### src/rtl/bcd_pkg.sv
// Shared types and defaults for the sequential binary-to-BCD converter.
package bcd_pkg;

  localparam int unsigned WIDTH_DEFAULT      = 32;
  localparam int unsigned BCD_DIGITS_DEFAULT = 10;
  localparam int unsigned OUT_DIGITS_DEFAULT = 3;

  typedef enum logic [0:0] {
    StIdle,
    StShift
  } state_t;

  // Iteration counter width; must hold WIDTH-1.
  function automatic int unsigned cnt_width(input int unsigned width);
    return (width > 1) ? $clog2(width) : 1;
  endfunction

endpackage

### src/rtl/bin_to_bcd_seq_if.sv
// Request/result bundle between the datapath and the BCD converter.
interface bin_to_bcd_seq_if
  import bcd_pkg::*;
#(
  parameter int unsigned WIDTH      = WIDTH_DEFAULT,
  parameter int unsigned OUT_DIGITS = OUT_DIGITS_DEFAULT
);

  logic                    start;
  logic [WIDTH-1:0]        num;
  logic                    busy;
  logic                    done;
  logic [4*OUT_DIGITS-1:0] bcd;
  logic                    overflow;

  modport master (
    output start,
    output num,
    input  busy,
    input  done,
    input  bcd,
    input  overflow
  );

  modport slave (
    input  start,
    input  num,
    output busy,
    output done,
    output bcd,
    output overflow
  );

endinterface

### src/rtl/bcd_digit_adj.sv
// Double-dabble digit correction: add 3 to a BCD digit of 5 or more before the shift.
module bcd_digit_adj (
  input  logic [3:0] digit,
  output logic [3:0] adjusted
);

  always_comb begin
    adjusted = (digit >= 4'd5) ? digit + 4'd3 : digit;
  end

endmodule

### src/rtl/bin_to_bcd_seq.sv
// Iterative shift-and-add-3 binary-to-BCD converter; one bit per clock, low digits driven out.
module bin_to_bcd_seq
  import bcd_pkg::*;
#(
  parameter int unsigned WIDTH      = WIDTH_DEFAULT,
  parameter int unsigned BCD_DIGITS = BCD_DIGITS_DEFAULT,
  parameter int unsigned OUT_DIGITS = OUT_DIGITS_DEFAULT
) (
  input logic             clk,
  input logic             rst,
  bin_to_bcd_seq_if.slave bus
);

  localparam int unsigned CntW = cnt_width(WIDTH);
  localparam int unsigned AccW = 4 * BCD_DIGITS;
  localparam int unsigned OutW = 4 * OUT_DIGITS;

  state_t          state_q;
  logic [AccW-1:0] acc_q;
  logic [AccW-1:0] acc_adj;
  logic [AccW-1:0] acc_next;
  logic [WIDTH-1:0] shreg_q;
  logic [WIDTH-1:0] shreg_next;
  logic [CntW-1:0] cnt_q;
  logic            busy_q;
  logic            done_q;
  logic [OutW-1:0] bcd_q;
  logic            ovf_q;
  logic            ovf_next;

  for (genvar i = 0; i < BCD_DIGITS; i++) begin : g_adj
    bcd_digit_adj u_adj (
      .digit    (acc_q[4*i +: 4]),
      .adjusted (acc_adj[4*i +: 4])
    );
  end

  always_comb begin
    acc_next   = {acc_adj[AccW-2:0], shreg_q[WIDTH-1]};
    shreg_next = {shreg_q[WIDTH-2:0], 1'b0};
  end

  // A carry out of the top digit can only mean the value does not fit the outputs either.
  if (BCD_DIGITS > OUT_DIGITS) begin : g_ovf
    assign ovf_next = |{acc_adj[AccW-1], acc_next[AccW-1:OutW]};
  end else begin : g_no_ovf
    assign ovf_next = acc_adj[AccW-1];
  end

  always_ff @(posedge clk) begin
    if (rst) begin
      state_q <= StIdle;
      acc_q   <= '0;
      shreg_q <= '0;
      cnt_q   <= '0;
      busy_q  <= 1'b0;
      done_q  <= 1'b0;
      bcd_q   <= '0;
      ovf_q   <= 1'b0;
    end else begin
      done_q <= 1'b0;
      unique case (state_q)
        StIdle: begin
          if (bus.start) begin
            shreg_q <= bus.num;
            acc_q   <= '0;
            cnt_q   <= CntW'(WIDTH - 1);
            busy_q  <= 1'b1;
            state_q <= StShift;
          end
        end
        StShift: begin
          acc_q   <= acc_next;
          shreg_q <= shreg_next;
          cnt_q   <= cnt_q - CntW'(1);
          if (cnt_q == '0) begin
            bcd_q   <= acc_next[OutW-1:0];
            ovf_q   <= ovf_next;
            done_q  <= 1'b1;
            busy_q  <= 1'b0;
            state_q <= StIdle;
          end
        end
        default: state_q <= StIdle;
      endcase
    end
  end

  assign bus.busy     = busy_q;
  assign bus.done     = done_q;
  assign bus.bcd      = bcd_q;
  assign bus.overflow = ovf_q;

endmodule

### src/flat_wrapper.sv
// flat-port wrapper written by rule: the top's interface ports become plain ports
module bin_to_bcd_seq_flat import bcd_pkg::*;
#(
  parameter int unsigned WIDTH      = WIDTH_DEFAULT,
  parameter int unsigned BCD_DIGITS = BCD_DIGITS_DEFAULT,
  parameter int unsigned OUT_DIGITS = OUT_DIGITS_DEFAULT
)
  (clk, rst, bus_start, bus_num, bus_busy, bus_done, bus_bcd, bus_overflow);
  bin_to_bcd_seq_if #(.WIDTH(WIDTH), .OUT_DIGITS(OUT_DIGITS)) bus_i ();
  input logic clk;
  input logic rst;
  input wire logic [$bits(bus_i.start)-1:0] bus_start;
  input wire logic [$bits(bus_i.num)-1:0] bus_num;
  output wire logic [$bits(bus_i.busy)-1:0] bus_busy;
  output wire logic [$bits(bus_i.done)-1:0] bus_done;
  output wire logic [$bits(bus_i.bcd)-1:0] bus_bcd;
  output wire logic [$bits(bus_i.overflow)-1:0] bus_overflow;
  assign bus_i.start = bus_start;
  assign bus_i.num = bus_num;
  assign bus_busy = bus_i.busy;
  assign bus_done = bus_i.done;
  assign bus_bcd = bus_i.bcd;
  assign bus_overflow = bus_i.overflow;
  bin_to_bcd_seq #(.WIDTH(WIDTH), .BCD_DIGITS(BCD_DIGITS), .OUT_DIGITS(OUT_DIGITS)) u_core (.clk(clk), .rst(rst), .bus(bus_i));
endmodule
### config.mk
export PLATFORM = sky130hd
export DESIGN_NAME = bin_to_bcd_seq_flat
export DESIGN_NICKNAME = d
export VERILOG_FILES = /design/src/rtl/bcd_pkg.sv /design/src/rtl/bin_to_bcd_seq_if.sv /design/src/rtl/bcd_digit_adj.sv /design/src/rtl/bin_to_bcd_seq.sv /design/src/flat_wrapper.sv
export SDC_FILE = /design/constraint.sdc
export NUM_CORES = 1
export LEC_CHECK = 0
export ABC_AREA = 1
export CORE_MARGIN = 2
export CORE_UTILIZATION = 58
export CTS_CLUSTER_DIAMETER = 100
export DETAILED_ROUTE_END_ITERATION = 12
export PLACE_DENSITY = 0.86
export SLEW_MARGIN = 20
export SYNTH_ARGS = -nofsm -noshare
export SYNTH_HDL_FRONTEND = slang
export SYNTH_HIERARCHICAL = 1
export SYNTH_SLANG_ARGS = --single-unit
### constraint.sdc
create_clock -name clk -period 1.74 [get_ports clk]
set_input_delay 0.174 -clock clk [delete_from_list [all_inputs] [get_ports clk]]
set_output_delay 0.174 -clock clk [all_outputs]
set_load 0.02 [all_outputs]
==> impl_metrics.env <==
export IMPL_status="complete, no violations"
export IMPL_synth_nets=830
export IMPL_finalHoldViolCount=0
export IMPL_finalWirelength_um=11120
export IMPL_r2r_setup_slack_ns=0.09
export IMPL_regToRegStartpoint="u_core/acc_q[17]"
export IMPL_finClkSkew_ns=0.01150
export IMPL_drc=0
export IMPL_p_sw_mw=1.078
export IMPL_via_count=4847
export IMPL_hold_path_class="in2reg"
export IMPL_ir_drop_v=0.0004240
export IMPL_hold_buffers=0
export IMPL_fin_ws_ns=0.08739
export IMPL_crit_path_start_kind="flop"
export IMPL_fin_crit_sh=0.9498
export IMPL_fp_dieH_um=98.88
export IMPL_whs_ns=0.4060
export IMPL_fmax_mhz=605.1
export IMPL_arrival_ns=1.91
export IMPL_cp_endpoint="u_core/bus.overflow"
export IMPL_clock_latency_ns=0.36
export IMPL_ant_nets=0
export IMPL_fp_dieW_um=98.88
export IMPL_cp_startpoint="u_core/acc_q[17]"
export IMPL_layout_drive_gt1_share=0.1436
export IMPL_drv_cap=0
export IMPL_area_growth_pct=15.72
export IMPL_finalSetupViolations=0
export IMPL_drt_iter0_markers=259
export IMPL_synth_area_um2=5221
export IMPL_maxSlewHeadroom=0.6988
export IMPL_gr_total_overflow=0
export IMPL_worst_setup_path_end_kind="flop"
export IMPL_final_min_clock_period_ns=1.653
export IMPL_core_rowCount=34
export IMPL_syn_inst=774
export IMPL_worstMarginPinSlew_ns=0.4517
export IMPL_p_leak_nw=2.609
export IMPL_stdcell_count=930
export IMPL_antenna_cells=0
export IMPL_design_area_um2=6042
export IMPL_clk_path_buf_depth=2
export IMPL_dieArea_um2=9777
export IMPL_io_pins=50
export IMPL_crit_fanout=3
export IMPL_grt_first_pass_wirelength_um=19180
export IMPL_rr_endpoint="u_core/bus.overflow"
export IMPL_placed_cells=912
export IMPL_grt_total_usage=0.2316
export IMPL_power_frac_clock=0.348
export IMPL_grt_max_degree=45
export IMPL_synth_cell_types=26
export IMPL_crit_required_ns=2.00
export IMPL_wire_per_inst_um=11.96
export IMPL_cts_sinks=93
export IMPL_placed_area_um2=5776
export IMPL_clkTransAtPathRegs_ns=0.09
export IMPL_cts_htree_levels=3
export IMPL_final_util=0.6928
export IMPL_pwr_share_comb=0.113
export IMPL_core_area_um2=8721
export IMPL_synth_seq_cells=93
export IMPL_initial_core_util=0.5987
export IMPL_antenna_found_initial=0
export IMPL_gp_congestion=0.8055
export IMPL_io_buffers=49
export IMPL_drt_pre_antenna_iters=5
export IMPL_power_switching_share=0.2614
export IMPL_power_density_nw_per_um2=682.6
export IMPL_yosysWarnings=6
export IMPL_grt_pass1_vias=4630
export IMPL_syn_avg_cell_area_um2=6.746
export IMPL_crit_type="reg2reg"
export IMPL_p_int_mw=3.046
export IMPL_vias_per_cell=5.212
export IMPL_clockRootBuffer="clkbuf_8"
export IMPL_p_seq_frac=0.539
export IMPL_cts_tree="yes"
export IMPL_reg2reg_depth=13
export IMPL_dp_hpwl_um=7913
export IMPL_fin_nets=874
export IMPL_numCtsBuffers=9
export IMPL_drv_slew=0
export IMPL_ys_seq_area_frac=0.3566
export IMPL_place_ws_ns=0.03897
registers in the layout, summed over array words and instances, names as in the netlist:
register and count:
u_core/bus.done 1, u_core/cnt_q 5, u_core/bus.overflow 1, u_core/bus.bcd 12
u_core/acc_q 40, u_core/shreg_q 32, u_core/state_q 1, u_core/bus.busy 1
metrics by stage:
| step | TNS, ns | power (mW) |
|---|---|---|
| 2_1_floorplan | 0 | 2.584 |
| 3_3_place_gp | 0 | 2.727 |
| 3_5_place_dp | 0 | 2.742 |
| 4_1_cts | 0 | 4.171 |
| 5_1_grt | -0.05817 | 4.306 |
| 6_report | 0 | 4.124 |
layer usage:
layer	routed length (um)	track usage
met1	4853	0.2650
met2	5734	0.4335
met5	0	0
met4	176	0.08746
met3	360	0.03191
cells in the mapped netlist:
| master | count | area [um2] |
|---|---|---|
| nand3_1 | 43 | 215.2 |
| nand2_2 | 11 | 68.82 |
| dfxtp_1 | 93 | 1862 |
| a221oi_1 | 1 | 8.760 |
| buf_1 | 3 | 11.26 |
| and2_1 | 1 | 6.260 |
| nand2_1 | 255 | 957.2 |
| nand4_2 | 1 | 12.51 |
| o21ai_1 | 2 | 10.01 |
| nor2_4 | 21 | 236.5 |
| buf_2 | 12 | 60.06 |
| inv_2 | 11 | 41.29 |
| nor2_8 | 1 | 20.02 |
| a22oi_1 | 10 | 75.07 |
| o21ai_2 | 10 | 87.58 |
| o211ai_1 | 7 | 52.55 |
| clkbuf_1 | 6 | 22.52 |
| buf_6 | 5 | 56.30 |
| ha_1 | 21 | 262.8 |
| o21ai_0 | 39 | 195.2 |
| a31oi_1 | 1 | 6.260 |
| nor2_1 | 53 | 198.9 |
| a21oi_1 | 47 | 235.2 |
| inv_1 | 105 | 394.1 |
| a21oi_2 | 10 | 87.58 |
| buf_4 | 5 | 37.54 |
how the worst min path moves through the flow:
stage	endpoint	cells after the start	slack, ns	from
5_1_grt	u_core/shreg_q[0]	3	0.45	bus_num[0]
4_1_cts	u_core/shreg_q[0]	3	0.40	bus_num[0]
3_3_place_gp	u_core/bus.bcd[3]	2	0.43	u_core/bus.bcd[3]
6_report	u_core/shreg_q[0]	3	0.41	bus_num[0]
2_1_floorplan	u_core/shreg_q[0]	2	0.34	bus_num[0]
3_5_place_dp	u_core/bus.bcd[11]	2	0.44	u_core/bus.bcd[11]
power groups by stage:
stage | Sequential, mW | Combinational [mW] | Clock, mW
after floorplan | 2.27 | 0.314 | 0
after global placement | 2.28 | 0.450 | 0
after global routing | 2.23 | 0.519 | 1.55
final | 2.22 | 0.465 | 1.44
after CTS | 2.23 | 0.464 | 1.48
after detailed placement | 2.28 | 0.462 | 0
cells in the final DEF (no fill, tap or decap), types with 2 or more instances in the layout:
cell	synthesis	routed
nand2_2	11	11
clkbuf_8	0	9
dfxtp_2	0	10
dfxtp_1	93	78
buf_12	0	2
o211ai_1	7	7
ha_1	21	15
buf_4	5	13
dfxtp_4	0	5
a22oi_1	10	10
o21ai_2	10	11
inv_6	0	2
o21ai_0	39	34
ha_2	0	6
nand2_1	255	255
clkinvlp_4	0	2
nand3_1	43	43
inv_1	105	104
a21oi_1	47	47
inv_2	11	12
nor2_1	53	53
a21oi_2	10	10
nor2_4	21	21
o21ai_1	2	6
clkdlybuf4s50_1	0	49
logic make-up after synthesis:
group           share of synthesized area
simple gates                       0.3285
buf+inv                            0.1193
compound gates                     0.1452
flops                              0.3566
fa+ha+maj                         0.05032
final cells by class:
cell class | instances | area [um2]
sequential | 93 | 1893
inverter | 116 | 435.4
tap | 108 | 135.1
clock buffer | 9 | 123.9
timing repair buffer | 64 | 628.1
clock inverter | 6 | 71.32
fill | 693 | 2679
multi-input combinational | 534 | 2755
worst max-delay path, stage by stage (launching register included):
cell,delay [ns]
dfxtp_2,0.35
inv_1,0.08
ha_1,0.19
nand2_1,0.08
nand2_2,0.08
o21ai_1,0.15
nand2_1,0.10
nor2_1,0.11
and2_1,0.12
nand2_1,0.05
nor2_1,0.08
nand2_1,0.06
nand2_1,0.06
nand2_1,0.05
what timing repair did:
action	in CTS	in global routing
gates resized for setup	0	32
setup buffers	0	3
hold endpoints to repair	0	0
endpoints found under the setup margin	0	1
Note: power is estimated with default switching activity, not from simulation.
